$ cat config.mk
export PLATFORM = sky130hd
export DESIGN_NAME = serial_sum_capture
export DESIGN_NICKNAME = d
export VERILOG_FILES = /design/src/rtl/serial_adder_pkg.sv /design/src/rtl/sumcap_bit_counter.sv /design/src/rtl/serial_sum_capture.sv
export SDC_FILE = /design/constraint.sdc
export NUM_CORES = 1
export LEC_CHECK = 0
export ABC_AREA = 1
export BUFFER_PORTS_ARGS = -buffer_cell sky130_fd_sc_hd__buf_2
export CAP_MARGIN = 30
export CORE_MARGIN = 2
export CORE_UTILIZATION = 57
export CTS_CLUSTER_SIZE = 12
export DETAILED_ROUTE_END_ITERATION = 8
export PLACE_DENSITY = 0.81
export SLEW_MARGIN = 20
export SYNTH_ARGS = -nofsm -noshare
export SYNTH_HDL_FRONTEND = slang
export SYNTH_SLANG_ARGS = --single-unit
$ cat constraint.sdc
create_clock -name clk -period 2 [get_ports clk]
set_input_delay 0.3 -clock clk [delete_from_list [all_inputs] [get_ports clk]]
set_output_delay 0.3 -clock clk [all_outputs]
set_load 0.005 [all_outputs]
$ cat src/rtl/serial_adder_pkg.sv
// Shared types for the serial adder datapath: capture FSM states and index sizing.
// Latency: n/a (types and constant helpers only).
// Backpressure: n/a.
package serial_adder_pkg;

  typedef enum logic [1:0] {
    IDLE  = 2'd0,
    SHIFT = 2'd1,
    CARRY = 2'd2,
    HOLD  = 2'd3
  } sumcap_state_t;

  // Bits needed to hold a bit index that can reach WIDTH (one past the last sum bit).
  function automatic int idx_width(input int width);
    return (width < 1) ? 1 : $clog2(width + 1);
  endfunction

endpackage

$ cat src/rtl/sumcap_bit_counter.sv
// Bit index counter for the sum capture stage, with clear, enable and terminal count.
// Latency: idx updates on the edge after clear/en; term is combinational from idx.
// Backpressure: none; the caller stalls it by holding en low.
module sumcap_bit_counter
  import serial_adder_pkg::*;
#(
  parameter int WIDTH = 4,
  parameter int IW    = idx_width(WIDTH)
) (
  input  logic          clk,
  input  logic          reset,
  input  logic          clear,
  input  logic          en,
  output logic [IW-1:0] idx,
  output logic          term
);

  // Clear wins over enable so a restart never inherits a stale index.
  always_ff @(posedge clk or posedge reset) begin
    if (reset) begin
      idx <= '0;
    end else if (clear) begin
      idx <= '0;
    end else if (en) begin
      idx <= idx + IW'(1);
    end
  end

  // Terminal count marks the last sum bit; incrementing past it leaves idx at WIDTH.
  assign term = (idx == IW'(WIDTH - 1));

endmodule

$ cat src/rtl/serial_sum_capture.sv
// Collects WIDTH serial sum bits LSB-first plus the final carry into a (WIDTH+1)-bit word.
// Latency: WIDTH+2 edges from start to result_valid (enter, WIDTH bits, carry).
// Backpressure: result/result_valid hold in HOLD until result_ready; start+ready chains the next word.
// Optional: define SUMCAP_PARITY_EN to add a parity output over the committed word.
module serial_sum_capture
  import serial_adder_pkg::*;
#(
  parameter int   WIDTH = 4,
  localparam int  IW    = idx_width(WIDTH)
) (
  input  logic             clk,
  input  logic             reset,
  input  logic             start,
  input  logic             bit_valid,
  input  logic             s,
  input  logic             c,
  output logic [WIDTH:0]   result,
  output logic             result_valid,
  input  logic             result_ready,
  output logic             busy,
  output logic [IW-1:0]    bit_idx
`ifdef SUMCAP_PARITY_EN
  ,
  output logic             parity
`endif
);

  sumcap_state_t      state;
  sumcap_state_t      state_nxt;
  logic [WIDTH-1:0]   shadow;
  logic               cnt_clr;
  logic               cnt_en;
  logic               cnt_term;
  logic               shadow_clr;
  logic               shadow_we;
  logic               commit;
  logic               take;

  sumcap_bit_counter #(
    .WIDTH (WIDTH),
    .IW    (IW)
  ) u_bit_counter (
    .clk   (clk),
    .reset (reset),
    .clear (cnt_clr),
    .en    (cnt_en),
    .idx   (bit_idx),
    .term  (cnt_term)
  );

  // State register; reset mid-word discards the partial word.
  always_ff @(posedge clk or posedge reset) begin
    if (reset) begin
      state <= IDLE;
    end else begin
      state <= state_nxt;
    end
  end

  // Next-state and datapath strobes; start only counts in IDLE or alongside a HOLD handshake.
  always_comb begin
    state_nxt  = state;
    cnt_clr    = 1'b0;
    cnt_en     = 1'b0;
    shadow_clr = 1'b0;
    shadow_we  = 1'b0;
    commit     = 1'b0;
    take       = 1'b0;
    case (state)
      IDLE: begin
        if (start) begin
          state_nxt  = SHIFT;
          cnt_clr    = 1'b1;
          shadow_clr = 1'b1;
        end
      end
      SHIFT: begin
        if (bit_valid) begin
          shadow_we = 1'b1;
          cnt_en    = 1'b1;
          if (cnt_term) begin
            state_nxt = CARRY;
          end
        end
      end
      CARRY: begin
        if (bit_valid) begin
          commit    = 1'b1;
          cnt_clr   = 1'b1;
          state_nxt = HOLD;
        end
      end
      HOLD: begin
        if (result_ready) begin
          take = 1'b1;
          if (start) begin
            state_nxt  = SHIFT;
            cnt_clr    = 1'b1;
            shadow_clr = 1'b1;
          end else begin
            state_nxt = IDLE;
          end
        end
      end
      default: begin
        state_nxt = IDLE;
      end
    endcase
  end

  // Shadow assembly and atomic commit; result only moves on the carry edge.
  always_ff @(posedge clk or posedge reset) begin
    if (reset) begin
      shadow       <= '0;
      result       <= '0;
      result_valid <= 1'b0;
    end else begin
      if (shadow_clr) begin
        shadow <= '0;
      end else if (shadow_we) begin
        for (int i = 0; i < WIDTH; i++) begin
          if (bit_idx == IW'(i)) begin
            shadow[i] <= s;
          end
        end
      end
      if (commit) begin
        result       <= {c, shadow};
        result_valid <= 1'b1;
      end else if (take) begin
        result_valid <= 1'b0;
      end
    end
  end

  assign busy = (state == SHIFT) || (state == CARRY);

`ifdef SUMCAP_PARITY_EN
  // Parity tracks the committed word, so it changes on the same edge as result.
  always_ff @(posedge clk or posedge reset) begin
    if (reset) begin
      parity <= 1'b0;
    end else if (commit) begin
      parity <= ^{c, shadow};
    end
  end
`endif

endmodule
# Word-level counts from Yosys, hierarchy flattened
# Cells that the tools add are included.
# totals
output_inout_bits	10
register_bits	15
# classes
eq_ne	11
n_mux	26
addsub	1
n_reduce_logical	15
# ops
op	count
$mux W1	14
$reduce_bool A2 Y1	7
$mux W2	5
$ne A2 B2 Y1 const B	5
$mux W4	2
$pmux W2 S4	1
$reduce_and A2 Y1	4
$eq A3 B2 Y1 const B	2
$mux W3	2
$reduce_and A5 Y1	1
$eq A2 B2 Y1 const B	2
$add A3 B1 Y3 const B	1
$eq A3 B1 Y1 const B	1
$logic_not A3 Y1	1
$pmux W1 S3	1
$eq A2 B1 Y1 const B	1
$logic_not A2 Y1	1
$pmux W1 S2	1
$logic_or A1 B1 Y1	1

# Depth between registers and ports, before layout
# depth
depth_word	5
depth_mapped	9

# By module
# Synthesis repeated with hierarchy kept, for this count alone.
# hier_totals
hier_cells	118
hier_area_um2	890.9
# modules_own_cells
module	seq_area_each_um2	instances	cells_per_inst	area_each_um2
serial_sum_capture	300.3	1	98	728.2
sumcap_bit_counter	75.1	1	20	162.7

# Worst setup path before layout
# OpenSTA, ideal clock, no wires.
# synth_path
kind	register to register
startpoint	register state[0]
endpoint	register result[0]
stages_incl_launch_ff	5
t_arrival_ps	1146
path_slack_ps	729
cell_sequence	dfrtp_1 > inv_1 > ha_1 > nand2_4 > mux2_4
# synth_between
elab_chain_cells	2
# synth_lines
item	line_no	text
start, declared	serial_sum_capture.sv:28	sumcap_state_t state;
start signal, assigned	serial_sum_capture.sv:56	state <= state_nxt;
$eq A2 B2 Y1	serial_sum_capture.sv:69	case (state)
$mux W1	serial_sum_capture.sv:69	
end signal, assigned	serial_sum_capture.sv:128	result <= {c, shadow};
end, declared	serial_sum_capture.sv:17	output logic [WIDTH:0] result,
# Every way passes these cells.
# A chain may end at the register's enable or synchronous reset.

# Worst setup path after layout
# layout_path
startpoint	register state[0]
endpoint	output port busy
# layout_between
elab_chain_cells	2
word_cells_on_any_way	3
classes_between	2 x eq/ne; 1 x reduce/logical
# layout_lines
item	line_no	text
$eq A2 B1 Y1 / $eq A2 B2 Y1 (equally long branches)	serial_sum_capture.sv:136	assign busy = (state == SHIFT) || (state == CARRY);
$logic_or A1 B1 Y1 (*)	serial_sum_capture.sv:136	
end, declared	serial_sum_capture.sv:20	output logic busy,
# Every way passes the cells marked *; elsewhere a longest branch is shown, timed or not.

==> summary.md <==
| Metric | Value |
|---|---|
| Hold Worst Slack | around 63 ps |
| Nature of the critical path endpoint | output port |
| Overall overflow remaining after global route | 0 |
| Min Tclk post-route | 1610 ps |
| Max layer used | met4 |
| CP arrival | ~1300 ps |
| Slew headroom | roughly 62% |
| Crit Path Max Fanout | 5 |
| Worst Setup Path Type | flip-flop to output port |
| CP startpoint kind | flip-flop |
| Root buffer cell | clkbuf_4 |
| Distinct cells, synth | 18 |
| Synth Net Count | 117 |
| Net Sw Power | about 0.00059 W |
| Final Slew Violations | 0 |
| Final antenna diode count | 0 |
| WP buf/inv | 2 |
| Non-filler cells, final | 135 |
| Met2 wire len | approximately 840 µm |
| Largest net degree at the start of global routing | 16 |
| Sw frac | 42.2% |
| Reg2reg start | state[1] |
| GRT Resource Usage Total | between 20% and 30% |
| Layout area overhead | 13.6% |
| Core Region | 1510 µm² |
| CTS Buffer Depth | 2 |
| CTS tree | done |
| Unrepaired setup endpoints after global routing | no |
| Clock Pin Slew Worst Setup and Hold Paths | 90 ps |
| Max cap viols | 0 |
| Critical path capture point | busy |
| Yosys warning total | 0 |
| Cell family with most CP delay | flip-flops |
| Die extent in y | between 40 and 50 µm |
| VDD IR-drop max | 0.000746 V |
| Sum Neg Setup Slack | 0 ps |
| Fin util | 69.9% |
| Critical Path RT | 1700 ps |
| CTS sink count | 15 |
| Pwr dens | 1320 nW/µm² |
| ANT nets after route | 0 |
| Pint | approximately 0.00080 W |
| Worst-Skew Late Latency | 280 ps |
| Share of layout cells above drive strength 1 | 25.2% |
| Final setup violation count | 0 |
| Combinational power share | 51.6% |
| Post-CTS setup buffer count | 0 |
| DR iter-0 viols | 11 |
| Slowest stage delay, CP | 420 ps |
| CTS Buf Count | 3 |
| Worst-Margin Slew | 570 ps |
| Placer's final routability congestion estimate | 0.862 |
| Fin nets | 138 |
| Initial Util | between 60% and 70% |
| Final cycle utilization of the critical path | between 80% and 90% |
| I/O pin total | 17 |
| Fin. Hold Viols | 0 |
| Crit. path cell count | 3 |
| Vias per cell | roughly 5.4 |
| I/O Buffers | 16 |
| Post_cts resized | 0 |
| Worst Setup SP | state[0] |
| #FFs+latches synth | 15 |
| Die area | 1960 µm² |
| Antenna violations before repair | 0 |
| Fillers | 129 |
| Placed cells | 131 |
| Seq pwr share | 35.9% |
| Number of hold buffers added after CTS | 0 |
| Fmax | 619 MHz |
| Reg2reg end | state[0] |
| Cell count after synthesis | 99 |
| First-pass GRT wire length | 3.02 mm |
| Vias | around 730 |
| Row count | 14 |
| HPWL Detailed | between 1 and 1.5 mm |
| Die width | 44.3 µm |
| Area of the multi-input gates | between 400 and 500 µm² |
| Hold Path Class | primary input to async pin |
| Number of global-route vias before repair | 674 |
| Drt pass-1 iters | 4 |
| Share of total power in the clock network | 12.5% |
| M1 wire length | 782 µm |
| DRT Wirelength | 1.74 mm |
| CP Cell Sequence | inv_1 > ha_1 > buf_2 |
| Routed met3 length | 64 µm |
| # DRC | 0 |
| Slowest CP cell | dfrtp_1 |
| Drt wl/cell | 12.9 µm |
| Outcome | finished clean |
| LEAKAGE | approximately 0.64 nW |
| Syn Std Cell Area | about 900 µm² |
| Sequential fraction of the synthesis area | 40.5% |
| Reg2Reg Depth | 7 |
| Htree depth | 1 |
| Clock Skew | around 1.1 ps |
| Syn Area/Cell | 9.35 µm² |
| PnR Total Power | approximately 0.0014 W |
| Flop-to-flop setup slack | between 400 and 500 ps |
| Reg area | about 380 µm² |
-- layout by cell type (no fill, tap or decap) --
cell       n
ha_1      11
xor2_1     1
nor2_1     6
o21bai_1   2
mux2_4     5
a31oi_1    3
a22oi_1    1
a21boi_2   1
buf_2     16
nand3_1    7
nand2_4    3
dfrtp_1   15
nand2_1   21
o21ai_2    1
nand4_1    3
clkinv_4   1
clkbuf_1   1
o21ai_0    1
a21oi_1    1
clkbuf_4   3
inv_1     16
-- cells by family (layout without fill, tap and decap cells) --
kind of cell | after synthesis | after routing | share of synthesized area, %
multiplexers | 5 | 5 | 8.11
buffers and inverters | 17 | 37 | 7.43
flip-flops | 15 | 15 | 40.5
adder cells (fa/ha/maj) | 11 | 11 | 14.9
XOR/XNOR | 1 | 1 | 0.946
AND/OR/NAND/NOR | 40 | 40 | 20.4
AO/OA/AOI/OAI | 10 | 10 | 7.70
-- worst min-delay path by stage --
stage	end
CTS	result[1]
global route	shadow[0]
finish	result_valid
floorplan	result[0]
global placement	result[4]
detailed placement	result_valid
-- stage by stage --
stage	worst slack, ps	area, µm²
floorplan	729	926
global placement	632	1030
detailed placement	549	1030
CTS	382	1050
global route	316	1050
finish	385	1050
-- power groups by stage --
stage / clock network, W / logic [W] / registers (W)
5_1_grt: 0.000184 / 0.000812 / 0.000515
3_3_place_gp: 0 / 0.000668 / 0.000499
6_report: 0.000173 / 0.000717 / 0.000498
4_1_cts: 0.000177 / 0.000722 / 0.000499
2_1_floorplan: 0 / 0.000507 / 0.000497
3_5_place_dp: 0 / 0.000707 / 0.000505
-- routing by layer --
metal | global-route usage, % | vias to the layer above
li1 | - | 358
met3 | 3.67 | 7
met4 | 10.3 | 0
met2 | 35.0 | 23
met1 | 28.0 | 340
met5 | 0 | -
-- synth_stat cells --
cell type | count | area (µm²)
nand3_1 | 7 | 35.0
ha_1 | 11 | 138
nand2_4 | 3 | 33.8
xor2_1 | 1 | 8.76
nand4_1 | 3 | 18.8
o21ai_0 | 1 | 5.00
inv_1 | 16 | 60.1
nand2_1 | 21 | 78.8
mux2_4 | 5 | 75.1
o21bai_1 | 2 | 15.0
o21ai_2 | 1 | 8.76
clkinv_4 | 1 | 8.76
a21boi_2 | 1 | 11.3
a21oi_1 | 1 | 5.00
dfrtp_1 | 15 | 375
a22oi_1 | 1 | 7.51
nor2_1 | 6 | 22.5
a31oi_1 | 3 | 18.8
-- cell type report --
class / count / area share, %
timing repair buffer: 16 / 7.61
sequential: 15 / 35.7
inverter: 17 / 6.54
tap: 16 / 1.90
multi-input combinational: 67 / 45.8
clock buffer: 4 / 2.50
-- worst register-to-register path, cell delays in order (launching register included) --
cell and delay, ps:
dfrtp_1 430, inv_1 170, ha_1 280, nor2_1 60
nor2_1 200, inv_1 110, nand3_1 120, nand2_1 70
-- sequential cells by signal, indices dropped and copies added, names as in the netlist --
register           flops
state                  2
u_bit_counter.idx      3
result                 5
result_valid           1
shadow                 4
No activity file was read; power rests on OpenSTA's default activity.
